## config.mk

```make
export PLATFORM = sky130hd
export DESIGN_NAME = coin_bank
export DESIGN_NICKNAME = d
export VERILOG_FILES = /design/src/rtl/coin_bank.sv
export SDC_FILE = /design/constraint.sdc
export NUM_CORES = 1
export LEC_CHECK = 0
export ABC_AREA = 1
export CAP_MARGIN = 30
export CORE_ASPECT_RATIO = 0.7
export CORE_MARGIN = 5
export CORE_UTILIZATION = 45
export CTS_CLUSTER_SIZE = 25
export DETAILED_ROUTE_END_ITERATION = 10
export PLACE_DENSITY_LB_ADDON = 0.08
export SLEW_MARGIN = 20
export SYNTH_ARGS = -nofsm -noshare
export SYNTH_HDL_FRONTEND = slang
export SYNTH_SLANG_ARGS = --single-unit
```

## constraint.sdc

```tcl
create_clock -name Clk -period 6 [get_ports Clk]
set_input_delay 1.2 -clock Clk [delete_from_list [all_inputs] [get_ports Clk]]
set_output_delay 1.2 -clock Clk [all_outputs]
set_load 0.05 [all_outputs]
```

## src/rtl/coin_bank.sv

```systemverilog
// Per-level coin manager: scans coins against the player box once per frame,
// tracks collected/checkpoint flags and drives the coin pixel mask and counts.
module coin_bank #(
   parameter int unsigned NUM_COINS = 4,
   parameter int unsigned COIN_SIZE = 3
) (
   input  logic       Clk,
   input  logic       Reset_n,
   input  logic       frame_clk,
   input  logic [1:0] Level,
   input  logic       Player_Death,
   input  logic       Checkpoint,
   input  logic [9:0] PlayerX,
   input  logic [9:0] PlayerY,
   input  logic [9:0] PlayerS,
   input  logic [9:0] DrawX,
   input  logic [9:0] DrawY,
   output logic       Coin_On,
   output logic [3:0] CoinCount,
   output logic [3:0] CoinsTotal,
   output logic       AllCollected,
   output logic       Collect_Pulse
);

   localparam int unsigned PIX_W = 10;
   localparam int unsigned DIF_W = 11;
   localparam int unsigned CNT_W = 4;
   localparam int unsigned IDX_W = $clog2(NUM_COINS);

   typedef enum logic {IDLE, SCAN} state_e;

   state_e                 state_q, state_d;
   logic [IDX_W-1:0]       idx_q, idx_d;
   logic [NUM_COINS-1:0]   collected_q, collected_d;
   logic [NUM_COINS-1:0]   saved_q, saved_d;
   logic                   frame_q;
   logic [1:0]             level_q;
   logic                   pulse_q, pulse_d;

   logic [PIX_W-1:0]       coin_x [NUM_COINS];
   logic [PIX_W-1:0]       coin_y [NUM_COINS];
   logic [NUM_COINS-1:0]   coin_en;
   logic [DIF_W-1:0]       hit_lim;
   logic                   hit;
   logic                   frame_rise;

   function automatic logic [DIF_W-1:0] abs_diff(input logic [PIX_W-1:0] a,
                                                  input logic [PIX_W-1:0] b);
      return (a >= b) ? DIF_W'(a - b) : DIF_W'(b - a);
   endfunction

   // Coin placement table; slots past the level's count stay disabled
   always_comb begin
      for (int i = 0; i < int'(NUM_COINS); i++) begin
         coin_x[i] = '0;
         coin_y[i] = '0;
      end
      coin_en = '0;
      case (Level)
         2'd1: begin
            coin_x[0] = 10'd320; coin_y[0] = 10'd240; coin_en[0] = 1'b1;
         end
         2'd2: begin
            coin_x[0] = 10'd320; coin_y[0] = 10'd240; coin_en[0] = 1'b1;
            coin_x[1] = 10'd200; coin_y[1] = 10'd240; coin_en[1] = 1'b1;
         end
         2'd3: begin
            coin_x[0] = 10'd290; coin_y[0] = 10'd190; coin_en[0] = 1'b1;
            coin_x[1] = 10'd350; coin_y[1] = 10'd190; coin_en[1] = 1'b1;
            coin_x[2] = 10'd290; coin_y[2] = 10'd290; coin_en[2] = 1'b1;
            coin_x[3] = 10'd350; coin_y[3] = 10'd290; coin_en[3] = 1'b1;
         end
         default: ;
      endcase
   end

   assign frame_rise = frame_clk & ~frame_q;
   assign hit_lim    = DIF_W'(PlayerS) + DIF_W'(COIN_SIZE);
   assign hit        = (abs_diff(PlayerX, coin_x[idx_q]) < hit_lim) &&
                       (abs_diff(PlayerY, coin_y[idx_q]) < hit_lim);

   always_ff @(posedge Clk or negedge Reset_n) begin
      if (!Reset_n) begin
         state_q     <= IDLE;
         idx_q       <= '0;
         collected_q <= '0;
         saved_q     <= '0;
         frame_q     <= 1'b0;
         level_q     <= '0;
         pulse_q     <= 1'b0;
      end else begin
         state_q     <= state_d;
         idx_q       <= idx_d;
         collected_q <= collected_d;
         saved_q     <= saved_d;
         frame_q     <= frame_clk;
         level_q     <= Level;
         pulse_q     <= pulse_d;
      end
   end

   // Level change beats death beats checkpoint beats the scan step
   always_comb begin
      state_d     = state_q;
      idx_d       = idx_q;
      collected_d = collected_q;
      saved_d     = saved_q;
      pulse_d     = 1'b0;
      if (Level != level_q) begin
         collected_d = '0;
         saved_d     = '0;
         state_d     = IDLE;
         idx_d       = '0;
      end else if (Player_Death) begin
         collected_d = saved_q;
         state_d     = IDLE;
         idx_d       = '0;
      end else begin
         if (Checkpoint) saved_d = collected_q;
         case (state_q)
            IDLE: begin
               if (frame_rise) begin
                  state_d = SCAN;
                  idx_d   = '0;
               end
            end
            SCAN: begin
               if (coin_en[idx_q] && !collected_q[idx_q] && hit) begin
                  collected_d[idx_q] = 1'b1;
                  pulse_d            = 1'b1;
               end
               if (idx_q == IDX_W'(NUM_COINS - 1)) begin
                  state_d = IDLE;
                  idx_d   = '0;
               end else begin
                  idx_d = idx_q + 1'b1;
               end
            end
            default: state_d = IDLE;
         endcase
      end
   end

   always_comb begin
      Coin_On    = 1'b0;
      CoinCount  = '0;
      CoinsTotal = '0;
      for (int i = 0; i < int'(NUM_COINS); i++) begin
         if (coin_en[i] && !collected_q[i] &&
             abs_diff(DrawX, coin_x[i]) <= DIF_W'(COIN_SIZE) &&
             abs_diff(DrawY, coin_y[i]) <= DIF_W'(COIN_SIZE))
            Coin_On = 1'b1;
         CoinCount  = CoinCount + CNT_W'(collected_q[i] & coin_en[i]);
         CoinsTotal = CoinsTotal + CNT_W'(coin_en[i]);
      end
   end

   assign AllCollected  = (CoinsTotal != '0) && (CoinCount == CoinsTotal);
   assign Collect_Pulse = pulse_q;

endmodule
```

After elaboration in Yosys (flattened, before gate mapping)
Cells that the tools add are included.
{"block": "word_totals", "ff_bits": 15, "latch_bits": 0, "mem_bits_rw": 0, "mem_bits_ro": 0, "in_bits": 57, "out_inout_bits": 11, "word_cells": 162, "n_memories": 0}
{"block": "op_classes", "addsub": 28, "multipliers": 0, "div_mod_pow": 0, "order_cmp": 23, "eq_ne": 8, "shifts": 0, "muxes": 56, "bitwise_logic": 9, "n_reduce_logical": 31}
{"operator": "$sub A10 B10 Y11", "count": 18}
{"operator": "$mux W11", "count": 10}
{"operator": "$ge A10 B10 Y1", "count": 9}
{"operator": "$le A11 B2 Y1 const B", "count": 8}
{"operator": "$bmux W10 S2", "count": 2}
{"operator": "$mux W10", "count": 4}
{"operator": "$mux W19", "count": 2}
{"operator": "$pmux W9 S2", "count": 2}
{"operator": "$pmux W8 S2", "count": 2}
{"operator": "$mux W4", "count": 7}
{"operator": "$lt A11 B11 Y1", "count": 2}
{"operator": "$logic_and A1 B1 Y1", "count": 17}
{"operator": "$mux W1", "count": 17}
{"operator": "$add A10 B2 Y11 const B", "count": 1}
{"operator": "$sub A10 B9 Y11", "count": 1}
{"operator": "$sub A9 B10 Y11", "count": 1}
{"operator": "$ge A10 B9 Y1", "count": 1}
{"operator": "$mux W2", "count": 5}
{"operator": "$add A3 B1 Y4", "count": 2}
{"operator": "$add A2 B1 Y3", "count": 2}
{"operator": "$eq A2 B2 Y1 const B", "count": 3}
{"operator": "$reduce_bool A3 Y1", "count": 2}
{"operator": "$and A1 B1 Y1", "count": 5}
{"operator": "$logic_not A1 Y1", "count": 5}
{"operator": "other kinds (22)", "count": 27}

Depth between registers and ports, before layout
Gate-level depths: netlist of run 1.
{"block": "logic_depth", "ltp_word": 15, "mapped_depth": 30, "depth_no_buf": 29}

Worst setup path after synthesis of run 1
Ideal clock, no wire load.
{"block": "synth_timing", "kind": "input to output", "start": "in Level[0]", "end": "out AllCollected", "t_arrival_ns": 5.199, "required_time_ns": 4.800, "setup_slack_ns": -0.399, "stages": 9, "n_path_buf": 1, "path_cell_list": "ha_1 buf_2 nor2_4 nor2_1 fa_1 ha_1 ha_1 xor2_1 nor4_1"}
{"block": "synth_between", "elab_chain_len": 9, "word_cells_on_any_way": 21}
{"element": "start: declaration", "line_no": "10", "source": "input logic [1:0] Level,"}
{"element": "$eq A2 B2 Y1 or $eq A2 B1 Y1 (tied branches)", "line_no": "59", "source": "case (Level)"}
{"element": "$reduce_or A3 Y1 (no line) or $reduce_or A2 Y1 (tied branches)"}
{"element": "$mux W1", "line_no": "59"}
{"element": "$and A1 B1 Y1", "line_no": "153", "source": "CoinCount = CoinCount + CNT_W'(collected_q[i] & coin_en[i]);"}
{"element": "$add A1 B1 Y2", "line_no": "153"}
{"element": "$add A2 B1 Y3", "line_no": "153"}
{"element": "$add A3 B1 Y4 (*)", "line_no": "153"}
{"element": "via CoinCount[1]", "line_no": "19", "source": "output logic [3:0] CoinCount,"}
{"element": "$eq A4 B4 Y1 (*)", "line_no": "158", "source": "assign AllCollected = (CoinsTotal != '0) && (CoinCount == CoinsTotal);"}
{"element": "$logic_and A1 B1 Y1 (*)", "line_no": "158"}
{"element": "end: declaration", "line_no": "21", "source": "output logic AllCollected,"}
The timed path passes the listed nets; every way through them passes the cells marked *.

Final worst setup path of run 1
{"block": "layout_timing", "start": "in Level[1]", "end": "out Coin_On"}
{"block": "layout_between", "elab_chain_len": 12, "word_cells_on_any_way": 71}
{"element": "$eq A2 B2 Y1 or $eq A2 B1 Y1 (tied branches)", "line_no": "59"}
{"element": "$reduce_or A2 Y1 (no line)"}
{"element": "$pmux W9 S2", "line_no": "59"}
{"element": "$sub A10 B10 Y11 or $ge A10 B10 Y1 (tied branches)", "line_no": "49", "source": "return (a >= b) ? DIF_W'(a - b) : DIF_W'(b - a);"}
{"element": "$mux W11", "line_no": "49"}
{"element": "$le A11 B2 Y1", "line_no": "150", "source": "abs_diff(DrawX, coin_x[i]) <= DIF_W'(COIN_SIZE) &&"}
{"element": "$logic_and A1 B1 Y1", "line_no": "149", "source": "if (coin_en[i] && !collected_q[i] &&"}
{"element": "$logic_and A1 B1 Y1", "line_no": "150"}
{"element": "$mux W1 (3 in a row)", "line_no": "149"}
{"element": "$mux W1 (*)", "line_no": "149"}
{"element": "end: declaration", "line_no": "18", "source": "output logic Coin_On,"}
Mark *: on every way between the ends. The rest lies on a longest branch, timed or not.

==> flow_metrics.tcl, run 1 <==
set metrics [dict create \
    die_x_um 170 \
    multiInputGateArea_mm2 0.00673 \
    netlist.area_leader.share_pct 19.9 \
    power_frac_comb_pct 78.4 \
    instances_no_fill 1730 \
    ir_worst_vdd_v 0.000142 \
    p_int_w 0.000511 \
    pwr-share-seq_pct 9.8 \
    ys_seq_area_share_pct 4.66 \
    cts_buffers 3 \
    p_leak_nw 5.02 \
    syn_to_final_growth_pct 14.5 \
    yosys-top-cells-area "nand2_1, ha_1, inv_1, nand3_1, nor2_1" \
    synthArstFlopShare_pct 100 \
    io_buffers 65 \
    num_vias 9145 \
    core-area_mm2 0.0174 \
    ant_nets 0 \
    synth-seq-cells 15 \
    cp_max_fo 20 \
    rrSetupSlack_ns 1.48 \
    power.switching_w 0.000587 \
    grt_pass1_wl_um 42600 \
    synthCells 1421 \
    grtUsageTotal_pct 24.9 \
    maxSlewViolCount 0 \
    met3_usage_pct 3.50 \
    met2_usage_pct 37.6 \
    post-synth-top-area-cell "nand2_1" \
    die-area_mm2 0.0207 \
    min_period_ns 5.67 \
    grt_pass1_vias 8291 \
    start_kind "input port" \
    fill_cells 1754 \
    seqCellArea_um2 375 \
    firstDrtPassIters 5 \
    place_congestion 0.972 \
    run_status "finished, final reports clean" \
    rsz0062_at_grt "false" \
    clockRootBuffer "clkbuf_16" \
    grt_util_met1_pct 38.5 \
    holdCritPathClass "register to register" \
    final-hold-violation-count 0 \
    drc 0 \
    max_slew.worst_pin.slew_ns 0.694 \
    ys.flop_type "dfrtp_1" \
    required_ns 4.80 \
    vias_per_cell 5.29 \
    cts_hold_buf 0 \
    crit_type "input port to output port" \
    max_freq_mhz 176 \
    path_clk_slew_ns 0.05 \
    n_antenna_cell 0 \
    syn-cell-area_mm2 0.00806 \
    synthTopCellsByCount "nand2_1, inv_1, nor2_1" \
    dp_hpwl_um 22400 \
    maxSlewHeadroom_pct 53.6 \
    cts_max_level 1 \
    placed_cells 1726 \
    drt_iter0_drc 850 \
    clkLatencyLatePin_ns 0.24 \
    p_per_area_mw_per_mm2 119 \
    routed_wl_um 26400 \
    synth_warnings 0 \
    cts-root-to-sink-buffers 2 \
    nets 1690 \
    crit_arrival_ns 4.47 \
    tns_ns 0 \
    yosysMostFrequentCell "nand2_1" \
    switching_share_pct 53.5 \
    finalCritPeriodShare_pct 94.4 \
    initial_core_util_pct 46.4 \
    worst_hold_slack_ns 0.461 \
    io_pins 68 \
    avgSynthCellArea_um2 5.67 \
    grt-busiest-layer "met1" \
    rows 40 \
    antenna_found_initial 0 \
    finClkSkew_ns 0.00129 \
    clock_power_share_pct 11.8 \
    layout-drive-gt1-share_pct 6.87 \
    end_kind "output port" \
    synth_edf_count 0 \
    maxCapViolations 0 \
    grt_max_degree 21 \
    die_y_um 122 \
    overflow 0 \
    yosysUniqueCellTypes 55 \
    wl_per_cell_um 15.3 \
    cts_tree "yes" \
    dpl_cell_area_mm2 0.00914 \
    clock-sinks 15 \
    final_area_mm2 0.00922 \
    setup_viol 0 \
]
-- cells by family after synthesis --
group / synth area share (%)
AND/OR/NAND/NOR: 41.3
AO/OA/AOI/OAI: 14.9
multiplexers: 0.249
flip-flops: 4.66
other: 0.0466
adder cells (fa/ha/maj): 21.5
buffers and inverters: 11.9
XOR/XNOR: 5.44
-- through the flow --
| step | util [%] | power (W) | setup WS [ns] |
|---|---|---|---|
| 2_1_floorplan | - | 0.000705 | 0.166 |
| 3_5_place_dp | 52.6 | 0.000952 | 0.0532 |
| 4_1_cts | 53.1 | 0.00109 | 0.159 |
| 3_3_place_gp | 52.6 | 0.000952 | 0.189 |
| 5_1_grt | 53.1 | 0.00121 | 0.0623 |
| 6_report | 53.1 | 0.00110 | 0.334 |
-- final timing paths --
| path | startpoint | to | depth (start not counted) |
|---|---|---|---|
| worst max-delay path | Level[1] | Coin_On | 14 |
| worst min-delay path | frame_q$_DFF_PN0_ | state_q$_DFF_PN0_ | 1 |
| worst max register to register | idx_q[0]$_DFFE_PN0P_ | collected_q[0]$_DFFE_PN0P_ | 21 |
| worst min register to register | frame_q$_DFF_PN0_ | state_q$_DFF_PN0_ | 1 |
| max in group asynchronous | Reset_n | saved_q[3]$_DFFE_PN0P_ | 1 |
| min in group asynchronous | Reset_n | state_q$_DFF_PN0_ | 1 |
-- layout by cell type (no fill, tap or decap), drive strengths merged, types with 9 or more instances in the layout --
| cell | count |
|---|---|
| a21oi | 110 |
| buf | 35 |
| clkdlybuf4s50 | 59 |
| dfrtp | 15 |
| fa | 9 |
| ha | 124 |
| inv | 214 |
| nand2 | 445 |
| nand3 | 130 |
| nand3b | 11 |
| nand4 | 11 |
| nor2 | 159 |
| o21ai | 63 |
| xnor2 | 16 |
| xor2 | 34 |
-- registers in the layout, indices dropped and copies added (netlist names) --
| name | cells |
|---|---|
| state_q | 1 |
| level_q | 2 |
| collected_q | 4 |
| Collect_Pulse | 1 |
| saved_q | 4 |
| idx_q | 2 |
| frame_q | 1 |
-- power groups by stage --
stage / Sequential (W) / Combinational (W) / Clock (W)
CTS: 0.000107 / 0.000849 / 0.000132
finish: 0.000108 / 0.000862 / 0.000129
floorplan: 0.000108 / 0.000597 / 0
detailed placement: 0.000109 / 0.000843 / 0
global route: 0.000108 / 0.000968 / 0.000135
global placement: 0.000109 / 0.000843 / 0
-- critical path, cell delays in order --
cell and delay [ns]:
clkdlybuf4s50_1 0.44, ha_1 0.23, buf_12 0.17, buf_4 0.19
fa_1 0.52, nand3_1 0.12, nand3_1 0.29, a21oi_1 0.26
xor2_1 0.22, nand3_1 0.10, a21oi_1 0.23, nand3_1 0.11
nand4_1 0.20, buf_12 0.17
-- final cells by class --
cell class,instances,area share [%]
Clock buffer,4,0.855
Inverter,216,8.89
Multi-Input combinational cell,1169,73.0
Sequential cell,15,4.07
Tap cell,231,3.13
Timing Repair Buffer,95,10.1
-- repair_timing --
action / 4_1_cts / 5_1_grt
setup endpoints to repair: 0 / 5
gates resized for setup: 0 / 1
buffers inserted: 0 / 0
hold endpoints to repair: 0 / 0
-- routing by layer --
metal | up-vias | share of wire (%) | wire length [um]
met2 | 327 | 41 | 10700
met3 | 16 | 8.4 | 2220
met5 | - | 0 | 0
met1 | 4082 | 50 | 13300
li1 | 4720 | - | -
met4 | 0 | 0.71 | 187
Note: power is estimated with default switching activity, not from simulation.
==> run 2: changes to the inputs <==
--- a/config.mk
+++ b/config.mk
@@ -9,7 +9,7 @@
 export CAP_MARGIN = 30
 export CORE_ASPECT_RATIO = 0.7
 export CORE_MARGIN = 5
-export CORE_UTILIZATION = 45
+export CORE_UTILIZATION = 46
 export CTS_CLUSTER_SIZE = 25
 export DETAILED_ROUTE_END_ITERATION = 10
 export PLACE_DENSITY_LB_ADDON = 0.08
==> constraint.sdc (replaced) <==
create_clock -name Clk -period 5 [get_ports Clk]
set_input_delay 1 -clock Clk [delete_from_list [all_inputs] [get_ports Clk]]
set_output_delay 1 -clock Clk [all_outputs]
set_load 0.05 [all_outputs]
==> flow_metrics.tcl, run 2 (same netlist as run 1, synthesis figures left out) <==
set metrics [dict create \
    ir_worst_vdd_v 0.000179 \
    die_x_um 168 \
    rr_worst_depth 25 \
    die-area_mm2 0.0203 \
    p_leak_nw 5.91 \
    path_clk_slew_ns 0.05 \
    io_pins 68 \
    max_freq_mhz 206 \
    crit_type "input port to output port" \
    firstDrtPassIters 5 \
    final-hold-violation-count 0 \
    routed_wl_um 28100 \
    cts_max_level 1 \
    dpl_cell_area_mm2 0.0105 \
    syn_to_final_growth_pct 32.2 \
    num_vias 9869 \
    min_period_ns 4.84 \
    io_buffers 65 \
    nets 1876 \
    instances_no_fill 1916 \
    clockRootBuffer "clkbuf_16" \
    place_congestion 0.949 \
    end_kind "output port" \
    maxSlewHeadroom_pct 53.8 \
    dp_hpwl_um 24200 \
    grt_pass1_vias 9077 \
    wl_per_cell_um 14.6 \
    ant_nets 0 \
    overflow 0 \
    final_area_mm2 0.0107 \
    mostFrequentLayoutCells "nand2_1, buf_4, inv_1, nor2_1, nand3_1" \
    rr_endpoint "collected_q[0]$_DFFE_PN0P_" \
    crit_arrival_ns 3.84 \
    layout-drive-gt1-share_pct 17.8 \
    max_slew.worst_pin.slew_ns 0.691 \
    r2r_start "idx_q[1]$_DFFE_PN0P_" \
    required_ns 4.00 \
    start_kind "input port" \
    setup_viol 0 \
    finalCritPeriodShare_pct 96.9 \
    cts-root-to-sink-buffers 2 \
    antenna_found_initial 0 \
    holdCritPathClass "register to register" \
    post_cts_buffers 0 \
    placed_cells 1912 \
    maxSlewViolCount 0 \
    grtUsageTotal_pct 26.7 \
    cts_buffers 3 \
    cts_hold_buf 0 \
    fill_cells 1690 \
    cts_tree "yes" \
    crit_start "Level[0]" \
    clkLatencyLatePin_ns 0.24 \
    rows 40 \
    run_status "finished, final reports clean" \
    maxCapViolations 0 \
    clock-sinks 15 \
    vias_per_cell 5.15 \
    grt_pass1_wl_um 45300 \
    initial_core_util_pct 46.9 \
    reg_top3 "collected_q: 4 flops, saved_q: 4 flops" \
    drt_iter0_drc 908 \
    cp_max_fo 14 \
    rrSetupSlack_ns 0.94 \
    finClkSkew_ns 0.00721 \
    crit_path_end "Coin_On" \
    core-area_mm2 0.0172 \
    layout_commonest_cell "nand2_1" \
    n_antenna_cell 0 \
    drc 0 \
    grt_max_degree 17 \
    p_per_area_mw_per_mm2 140 \
    die_y_um 121 \
]
-- run 2: changes by cell type in the layout (fill, tap and decap cells not counted), sizes merged --
cell           before  now
buf                35  221
clkdlybuf4s50      59   58
clkinv              2    3
dlymetal6s2s        1    0
clkbuf              4    5
-- run 2: worst max-delay path, cell delays in order --
cell	delay [ns]
clkbuf_2	0.13
ha_2	0.25
buf_6	0.19
buf_4	0.16
ha_1	0.33
nand3_1	0.23
nor2_1	0.22
nand2_1	0.10
nand2_2	0.09
inv_1	0.04
nand2_1	0.12
nand3_1	0.11
nand2_1	0.08
nor2_1	0.04
nand2_1	0.05
nor2_1	0.04
buf_4	0.14
nand3_1	0.07
nand4_1	0.20
buf_12	0.23
-- run 2: area by class of cell --
| class | count | area (um2) | share of cell area (%) |
|---|---|---|---|
| flip-flops and latches | 15 | 375 | 3.52 |
| multi-input cells | 1169 | 6790 | 63.7 |
| well taps | 231 | 289 | 2.71 |
| inverters | 216 | 820 | 7.69 |
| repair buffers | 281 | 2300 | 21.6 |
| clock inverters | 1 | 5.00 | 0.0470 |
| clock buffers | 3 | 75.1 | 0.705 |
-- run 2: stage by stage --
step                      utilization [%]  power, W  setup slack (ns)  hold WS [ns]  TNS, ns
final                                62.1   0.00149             0.157         0.473        0
after global routing                 62.1   0.00164           -0.0276         0.487  -0.0443
after CTS                            61.9   0.00147            0.0102         0.460        0
after detailed placement             61.4   0.00131            -0.448         0.462    -2.37
after global placement               61.4   0.00130            -0.287         0.455    -1.54
after floorplan                         -  0.000848            0.0961         0.433        0
-- run 2: per-layer routing --
metal  vias to the layer above  global-route usage [%]  wire length, um
met4                         0                    2.79              247
met5                         -                       0                0
met3                        23                    3.17             2150
li1                       5091                       -                -
met1                      4422                    42.0            14300
met2                       333                    39.8            11300
-- run 2: repair_timing --
| action | CTS | global route |
|---|---|---|
| resized for setup | 5 | 13 |
| endpoints found under the setup margin | 7 | 6 |
| pin swaps | 1 | 0 |
| gates cloned | 0 | 0 |
-- run 2: how the worst min path moves through the flow --
stage / startpoint / end / slack (ns) / depth (start not counted)
6_report: frame_q$_DFF_PN0_ / state_q$_DFF_PN0_ / 0.47 / 1
5_1_grt: frame_q$_DFF_PN0_ / state_q$_DFF_PN0_ / 0.49 / 1
4_1_cts: frame_q$_DFF_PN0_ / state_q$_DFF_PN0_ / 0.46 / 1
3_5_place_dp: frame_q$_DFF_PN0_ / state_q$_DFF_PN0_ / 0.46 / 1
3_3_place_gp: frame_q$_DFF_PN0_ / state_q$_DFF_PN0_ / 0.45 / 1
2_1_floorplan: frame_q$_DFF_PN0_ / state_q$_DFF_PN0_ / 0.43 / 1
-- run 2: where the power goes --
group	internal, W	switching (W)
combinational	0.000518	0.000689
clock	0.000107	0.0000471
sequential	0.000125	0.00000370
total	0.000750	0.000739
==> run 3: changes to the inputs <==
--- a/config.mk
+++ b/config.mk
@@ -13,7 +13,7 @@
 export CTS_CLUSTER_SIZE = 25
 export DETAILED_ROUTE_END_ITERATION = 10
 export PLACE_DENSITY_LB_ADDON = 0.08
-export SLEW_MARGIN = 20
+export SLEW_MARGIN = 10
 export SYNTH_ARGS = -nofsm -noshare
 export SYNTH_HDL_FRONTEND = slang
 export SYNTH_SLANG_ARGS = --single-unit
==> results of run 3 <==
Same layout as run 2: the final DEF is identical, and so are final timing and power.
